==> config.mk <==
export PLATFORM = sky130hd
export DESIGN_NAME = rca_mp_seq
export DESIGN_NICKNAME = d
export VERILOG_FILES = /design/src/rtl/rca_mp_seq.sv
export SDC_FILE = /design/constraint.sdc
export NUM_CORES = 1
export LEC_CHECK = 0
export ABC_CLOCK_PERIOD_IN_PS = 4400
export BUFFER_PORTS_ARGS = -buffer_cell sky130_fd_sc_hd__buf_2
export CAP_MARGIN = 5
export CORE_MARGIN = 2
export CORE_UTILIZATION = 45
export CTS_BUF_LIST = sky130_fd_sc_hd__clkbuf_8
export DETAILED_ROUTE_END_ITERATION = 8
export PLACE_DENSITY = 0.74
export SYNTH_ARGS = -nofsm -noshare
export SYNTH_HDL_FRONTEND = slang
export SYNTH_HIERARCHICAL = 1
export SYNTH_SLANG_ARGS = --single-unit
==> constraint.sdc <==
create_clock -name clk -period 4.4 [get_ports clk]
set_input_delay 0.22 -clock clk [delete_from_list [all_inputs] [get_ports clk]]
set_output_delay 0.22 -clock clk [all_outputs]
set_load 0.02 [all_outputs]
==> src/rtl/rca_mp_seq.sv <==
// Multi-precision add/subtract sequencer: one CHUNK_W-bit ripple-carry adder
// is reused NUM_CHUNKS times, LSB chunk first, with the carry chained through a register.

module rca #(
   parameter int W = 8
) (
   input  logic [W-1:0] a_i,
   input  logic [W-1:0] b_i,
   input  logic         carry_i,
   output logic [W-1:0] s_o,
   output logic         carry_o
);

   logic [W:0] c_s;

   assign c_s[0] = carry_i;

   for (genvar i = 0; i < W; i++) begin : g_fa
      assign s_o[i]   = a_i[i] ^ b_i[i] ^ c_s[i];
      assign c_s[i+1] = (a_i[i] & b_i[i]) | (c_s[i] & (a_i[i] ^ b_i[i]));
   end

   assign carry_o = c_s[W];

endmodule

module rca_mp_seq #(
   parameter int CHUNK_W    = 8,
   parameter int NUM_CHUNKS = 4,
   parameter int W          = CHUNK_W * NUM_CHUNKS
) (
   input  logic         clk,
   input  logic         rst,
   input  logic         in_valid,
   output logic         in_ready,
   input  logic [W-1:0] op_a,
   input  logic [W-1:0] op_b,
   input  logic         carry_in,
   input  logic         sub,
   output logic         out_valid,
   input  logic         out_ready,
   output logic [W-1:0] sum,
   output logic         carry_out,
   output logic         busy
);

   localparam int IDX_W = (NUM_CHUNKS > 1) ? $clog2(NUM_CHUNKS) : 1;
   localparam logic [IDX_W-1:0] LAST_IDX = IDX_W'(NUM_CHUNKS - 1);

   typedef enum logic [1:0] {
      IDLE = 2'd0,
      RUN  = 2'd1,
      DONE = 2'd2
   } state_t;

   state_t           state_q, state_d;
   logic [IDX_W-1:0] idx_q, idx_d;
   logic [W-1:0]     a_q, a_d;
   logic [W-1:0]     b_q, b_d;
   logic             cy_q, cy_d;
   logic [W-1:0]     sum_q, sum_d;
   logic             co_q, co_d;
   logic             ov_q, ov_d;
   logic             busy_q, busy_d;
   logic             rdy_q, rdy_d;

   logic [CHUNK_W-1:0] rca_s_s;
   logic               rca_co_s;

   // Operand latches shift right each RUN cycle, so the active chunk is always the low slice.
   rca #(.W(CHUNK_W)) u_rca (
      .a_i     (a_q[CHUNK_W-1:0]),
      .b_i     (b_q[CHUNK_W-1:0]),
      .carry_i (cy_q),
      .s_o     (rca_s_s),
      .carry_o (rca_co_s)
   );

   // Next-state, datapath and registered-output computation.
   always_comb begin
      state_d = state_q;
      idx_d   = idx_q;
      a_d     = a_q;
      b_d     = b_q;
      cy_d    = cy_q;
      sum_d   = sum_q;
      co_d    = co_q;

      case (state_q)
         IDLE: begin
            if (in_valid && rdy_q) begin
               a_d     = op_a;
               b_d     = sub ? ~op_b : op_b;
               cy_d    = sub ? 1'b1 : carry_in;
               idx_d   = '0;
               state_d = RUN;
            end else begin
               state_d = IDLE;
            end
         end
         RUN: begin
            a_d  = a_q >> CHUNK_W;
            b_d  = b_q >> CHUNK_W;
            cy_d = rca_co_s;
            for (int k = 0; k < NUM_CHUNKS; k++) begin
               sum_d[k*CHUNK_W +: CHUNK_W] = (idx_q == IDX_W'(k)) ? rca_s_s
                                                                   : sum_q[k*CHUNK_W +: CHUNK_W];
            end
            if (idx_q == LAST_IDX) begin
               co_d    = rca_co_s;
               idx_d   = '0;
               state_d = DONE;
            end else begin
               idx_d   = idx_q + IDX_W'(1);
            end
         end
         DONE: begin
            if (out_ready) begin
               state_d = IDLE;
            end else begin
               state_d = DONE;
            end
         end
         default: begin
            state_d = IDLE;
         end
      endcase

      // Handshake flags follow the next state so they come straight from flops.
      rdy_d  = (state_d == IDLE);
      ov_d   = (state_d == DONE);
      busy_d = (state_d != IDLE);
   end

   // State and datapath registers; reset aborts any operation in flight.
   always_ff @(posedge clk or negedge rst) begin
      if (!rst) begin
         state_q <= IDLE;
         idx_q   <= '0;
         a_q     <= '0;
         b_q     <= '0;
         cy_q    <= 1'b0;
         sum_q   <= '0;
         co_q    <= 1'b0;
         ov_q    <= 1'b0;
         busy_q  <= 1'b0;
         rdy_q   <= 1'b0;
      end else begin
         state_q <= state_d;
         idx_q   <= idx_d;
         a_q     <= a_d;
         b_q     <= b_d;
         cy_q    <= cy_d;
         sum_q   <= sum_d;
         co_q    <= co_d;
         ov_q    <= ov_d;
         busy_q  <= busy_d;
         rdy_q   <= rdy_d;
      end
   end

   assign in_ready  = rdy_q;
   assign out_valid = ov_q;
   assign busy      = busy_q;
   assign sum       = sum_q;
   assign carry_out = co_q;

endmodule

== Yosys cells after proc, flatten, opt, wreduce, memory -nomap -nowiden ==
Index checks and enable logic that the tools add are counted.
Widths: inputs -> output; s select.

* Register bits: 105
* Bits of input ports: 70
* Word-level logic and storage cells: 88
* Output and inout port bits: 36

* Bitwise logic cells: 41
* Muxes and demuxes: 15
* Reductions and logical operators: 11
* Equal/unequal tests: 7
* Add/sub/neg operators: 1

{| class="wikitable"
|+ Operator list
! operator !! number
|-
| $pmux 32 s2 || 2
|-
| $mux 32 || 3
|-
| $not 32->32 || 1
|-
| $and 1x1->1 || 16
|-
| $xor 1x1->1 || 16
|-
| $reduce_and 2->1 || 5
|-
| $eq 2x2->1 const B || 4
|-
| $mux 2 || 4
|-
| $or 1x1->1 || 8
|-
| $logic_not 2->1 || 3
|-
| $pmux 2 s3 || 1
|-
| $eq 2x1->1 const B || 2
|-
| $pmux 2 s2 || 1
|-
| $reduce_bool 2->1 || 2
|-
| $mux 1 || 3
|-
| $add 2x1->2 const B || 1
|-
| $ne 2x2->1 const B || 1
|-
| $pmux 1 s2 || 1
|-
| $logic_and 1x1->1 || 1
|}

== Logic depth before layout (Yosys ltp) ==
* Word-level depth: 18
* Mapped depth: 13
* Mapped depth without buffers: 13

== By module ==
The synthesis kept the hierarchy.

{| class="wikitable"
|+ By module, submodules not included
! module !! area each (µm²) !! instances !! seq. area each (µm²) !! cells each
|-
| rca_mp_seq || 4635.7 || 1 || 2627.5 || 432
|-
| rca || 197.7 || 1 || 0.0 || 18
|}

== Worst setup path after synthesis ==
OpenSTA, ideal clock, no wires.

* Kind: register to register
* From: register a_q[0]
* To: register sum_q[15] (netlist: sum[15])
* Path slack: 0.783 ns
* Required time: 4.334 ns
* Stages on the path, launching flop included: 14
* Arrival time: 3.552 ns
* Cells stage by stage: dfrtp_1 > fa_1 > inv_1 > fa_1 > inv_1 > fa_1 > fa_1 > fa_1 > fa_1 > fa_1 > inv_1 > fa_1 > inv_1 > mux2_1

* Cells in the longest elaborated chain, start to end: 16
* Elaborated cells on any way between the ends: 17

{| class="wikitable"
|+ Ends and longest elaborated chain
! item !! line !! text
|-
| start, declared || 58 || <nowiki>logic [W-1:0] a_q, a_d;</nowiki>
|-
| start signal, assigned || 140 || <nowiki>a_q <= '0;</nowiki>
|-
| start signal, assigned || 151 || <nowiki>a_q <= a_d;</nowiki>
|-
| $xor 1x1->1 || 20 || <nowiki>assign c_s[i+1] = (a_i[i] & b_i[i]) | (c_s[i] & (a_i[i] ^ b_i[i]));</nowiki>
|-
| $and 1x1->1 || 20 ||
|-
| $or 1x1->1 * || 20 ||
|-
| $and 1x1->1 * || 20 ||
|-
| $or 1x1->1 * || 20 ||
|-
| $and 1x1->1 * || 20 ||
|-
| $or 1x1->1 * || 20 ||
|-
| $and 1x1->1 * || 20 ||
|-
| $or 1x1->1 * || 20 ||
|-
| $and 1x1->1 * || 20 ||
|-
| $or 1x1->1 * || 20 ||
|-
| $and 1x1->1 * || 20 ||
|-
| $or 1x1->1 * || 20 ||
|-
| $and 1x1->1 * || 20 ||
|-
| $or 1x1->1 * || 20 ||
|-
| $xor 1x1->1 * || 19 || <nowiki>assign s_o[i] = a_i[i] ^ b_i[i] ^ c_s[i];</nowiki>
|-
| named net rca_s_s[7] || 67 || <nowiki>logic [CHUNK_W-1:0] rca_s_s;</nowiki>
|-
| end signal, assigned || 154 || <nowiki>sum_q <= sum_d;</nowiki>
|-
| end, declared || 61 || <nowiki>logic [W-1:0] sum_q, sum_d;</nowiki>
|}

The timed path passes the listed nets; every way through them passes the cells marked *.
A chain may end at the register's enable or synchronous reset.

== Final worst setup path ==
* From: register a_q[0]
* To: register sum_q[23] (netlist: sum[23])

Same word-level chain as after synthesis.

==> impl_results.md <==
- Grt ovf: 0
- Htree depth: 3
- # rows: 37
- Cells after synthesis: between 400 and 500
- Detailed Route Iter0 Violations: approximately 220
- WS Path Type: register to register
- Clock buffer depth: 2
- Fin util: between 50 and 60%
- Most frequent cell after synthesis: dfrtp_1
- Ports: 106
- Period utilization: 88.2%
- Max_slew headroom: between 15 and 20%
- WL/cell: about 15 microns
- Core area: ~10,000 sq um
- Register area: about 2600 sq um
- Antenna diodes: 0
- P_sw: between 1.5 and 2 mW
- Reg-to-reg slack, setup: a little over 0.5 ns
- Filler cells: about 1,000
- Die Area: between 10,000 and 15,000 sq um
- Fmax: 0.258 GHz
- Final Worst Setup Slack: ~0.52 ns
- Area leader, netlist: dfrtp_1
- Total track usage: a little under a fifth
- Worst-Skew Late Latency: about 0.36 ns
- Clk root buf: clkbuf_8
- Fin. Hold Viols: 0
- Avg Synthesized Cell Area: 10.7 sq um
- Sw frac: a little over two fifths
- Worst hold slack: just under 0.04 ns
- Dpl ws: a little under 0.6 ns
- Initial core utilization: 46.6%
- Post-synth top area share: between 50% and 60%
- GPL Wtd Cong: ~0.83
- Max-Cap Viols: 0
- First-pass GRT wire length: 16,900 microns
- Worst Tran Pin Value: roughly 1.2 ns
- Dpl hpwl: 7160 microns
- Clock share of power: between 10% and 20%
- Post-CTS Hold Buffers: 1
- # DRC: 0
- LEAKAGE: 2.71 nW
- Die Y-Extent: 108 microns
- Top cells by area, synth: dfrtp_1 54%, nand3_1 8.4%, mux2_1 7.7%, nand2_1 6.7%, xnor2_1 5.8%
- Clock tree from TritonCTS: built
- Vias post-DR: around 3,500
- Max Clock Skew: roughly 0.016 ns
- Critical path required time: ~4.7 ns
- Layout cells sized above 1: about a quarter
- Combinational share of power: 44.7%
- Yosys reg bits: 105
- RSZ-0062 raised after global routing: no
- Internal: ~2.3 mW
- IR Drop Worst-Case VDD: about 0.33 mV
- Setup TNS: 0 ns
- Pwr Density: between 700 and 800 nW/um^2
- Min-Delay Path Class: input pin to register
- Detailed Route WL: just over 10,000 microns
- Slew Viols, Final: 0
- WP data arrival: approximately 4.2 ns
- Seq/Total Area, Yosys: 54.4%
- Netlist Area Pre-Place: a little under 5000 sq um
- Layout Nets: between 600 and 700
- Antenna viol nets, final: 0
- Clk pin slew, worst setup/hold paths: about 0.10 ns
- Num CTS Buffers: 9
- Status: finished clean
- Startpoint type of the worst setup path: register
- Most frequent cells after synthesis: 105 x dfrtp_1, 86 x nand2_1, 81 x nand3_1, 33 x mux2_1, 32 x xnor2_1
- Post-synthesis async set-or-reset flop share: 100%
- Ys flop type: dfrtp_1
- CP max FO: 4
- CTS resizes: 0
- Number of detailed-route iterations in the first pass: 5
- Port bufs: approximately 110
- Seq pwr share: 41.6%
- Min Tclk post-route: about 3.9 ns
- Die W: approximately 110 microns
- Via/cell ratio: approximately 5.2
- Syn-to-layout area delta: 15.8%
- Multi-input logic area: approximately 2000 sq um
- Mapped Nets: approximately 530
- Yosys Warn Count: 6
- Vias in the first global route: between 3,000 and 4,000
- Initial antenna violation count: 0
- Final setup viols: 0
- CTS Sinks: roughly 110
- Setup Fix Bufs, Post-CTS: 0
- Type of destination of the critical path: register
- Largest net degree at the start of global routing: 67
- Synth cell types: 29
- EDFF count, synth: 0
-- flip-flops by register name, summed over array words and instances (netlist names) --
| name | count |
|---|---|
| a_q | 32 |
| b_q | 32 |
| sum | 32 |
| idx_q | 2 |
| state_q | 2 |
| busy | 1 |
| carry_out | 1 |
| cy_q | 1 |
| in_ready | 1 |
| out_valid | 1 |
-- power groups by stage --
stage / combinational [mW] / sequential, mW / clock [mW]
floorplan: 1.13 / 1.81 / 0
global placement: 1.73 / 1.65 / 0
detailed placement: 1.79 / 1.67 / 0
CTS: 1.80 / 1.65 / 0.561
global route: 1.98 / 1.70 / 0.605
finish: 1.77 / 1.65 / 0.548
-- final timing paths --
path                                      from                    end  cells past startpoint
max                         a_q[0]$_DFFE_PN0P_    sum[23]$_DFFE_PN0P_                     13
min                                   op_a[31]    a_q[31]$_DFFE_PN0P_                      3
max reg2reg                 a_q[0]$_DFFE_PN0P_    sum[23]$_DFFE_PN0P_                     13
min reg2reg                a_q[18]$_DFFE_PN0P_    a_q[10]$_DFFE_PN0P_                      2
max in group asynchronous                  rst  carry_out$_DFFE_PN0P_                      3
min in group asynchronous                  rst     a_q[1]$_DFFE_PN0P_                      2
-- metrics by stage --
step / std cells / area [sq um] / power (mW)
after floorplan: 450 / 4830 / 2.94
after global placement: 662 / 5410 / 3.38
after detailed placement: 662 / 5410 / 3.47
after CTS: 679 / 5600 / 4.01
after global routing: 679 / 5600 / 4.29
final: 679 / 5600 / 3.97
-- per-layer routing --
metal	vias to the layer above	wire length, microns	share of wire (%)	global-route usage, %
met5	-	0	0	0
met4	0	305	3.0	7.78
met3	21	529	5.1	3.21
met2	118	4660	45	28.6
met1	1698	4820	47	26.0
li1	1696	-	-	-
-- kinds of logic after synthesis --
logic type | Yosys count | share of synthesized area [%]
AND/OR/NAND/NOR | 187 | 17.8
flip-flops | 105 | 54.4
buffers and inverters | 45 | 4.43
AO/OA/AOI/OAI | 36 | 5.54
multiplexers | 33 | 7.69
XOR/XNOR | 32 | 5.80
adder cells (fa/ha/maj) | 12 | 4.35
-- cell type report --
cell class | instances | area share (%)
Inverter | 13 | 0.872
Multi-Input combinational cell | 300 | 35.9
Timing Repair Buffer | 109 | 10.0
Sequential cell | 105 | 46.9
Clock inverter | 6 | 0.738
Tap cell | 136 | 3.04
Clock buffer | 10 | 2.46
-- placed cells by master, fill, tap and decap left out, types with 2 or more instances in the layout --
cell | Yosys | routed
o211ai_1 | 18 | 18
nand3_1 | 81 | 81
fa_1 | 8 | 8
inv_1 | 12 | 13
mux2_1 | 33 | 33
nand2_4 | 3 | 3
a221o_1 | 7 | 7
xnor2_1 | 32 | 32
clkinvlp_4 | 0 | 2
o21ai_1 | 8 | 8
ha_1 | 4 | 4
buf_4 | 1 | 4
inv_6 | 0 | 2
buf_2 | 21 | 104
nor2_1 | 9 | 9
nand2_1 | 86 | 86
dfrtp_1 | 105 | 105
clkbuf_8 | 0 | 10
-- worst max-delay path, stage by stage (launching register included) --
cell	delay (ns)
dfrtp_1	0.42
fa_1	0.41
inv_1	0.07
fa_1	0.17
inv_1	0.05
fa_1	0.39
fa_1	0.39
fa_1	0.39
fa_1	0.40
fa_1	0.38
inv_1	0.08
fa_1	0.41
inv_1	0.12
mux2_1	0.15
No activity file was read; power rests on OpenSTA's default activity.
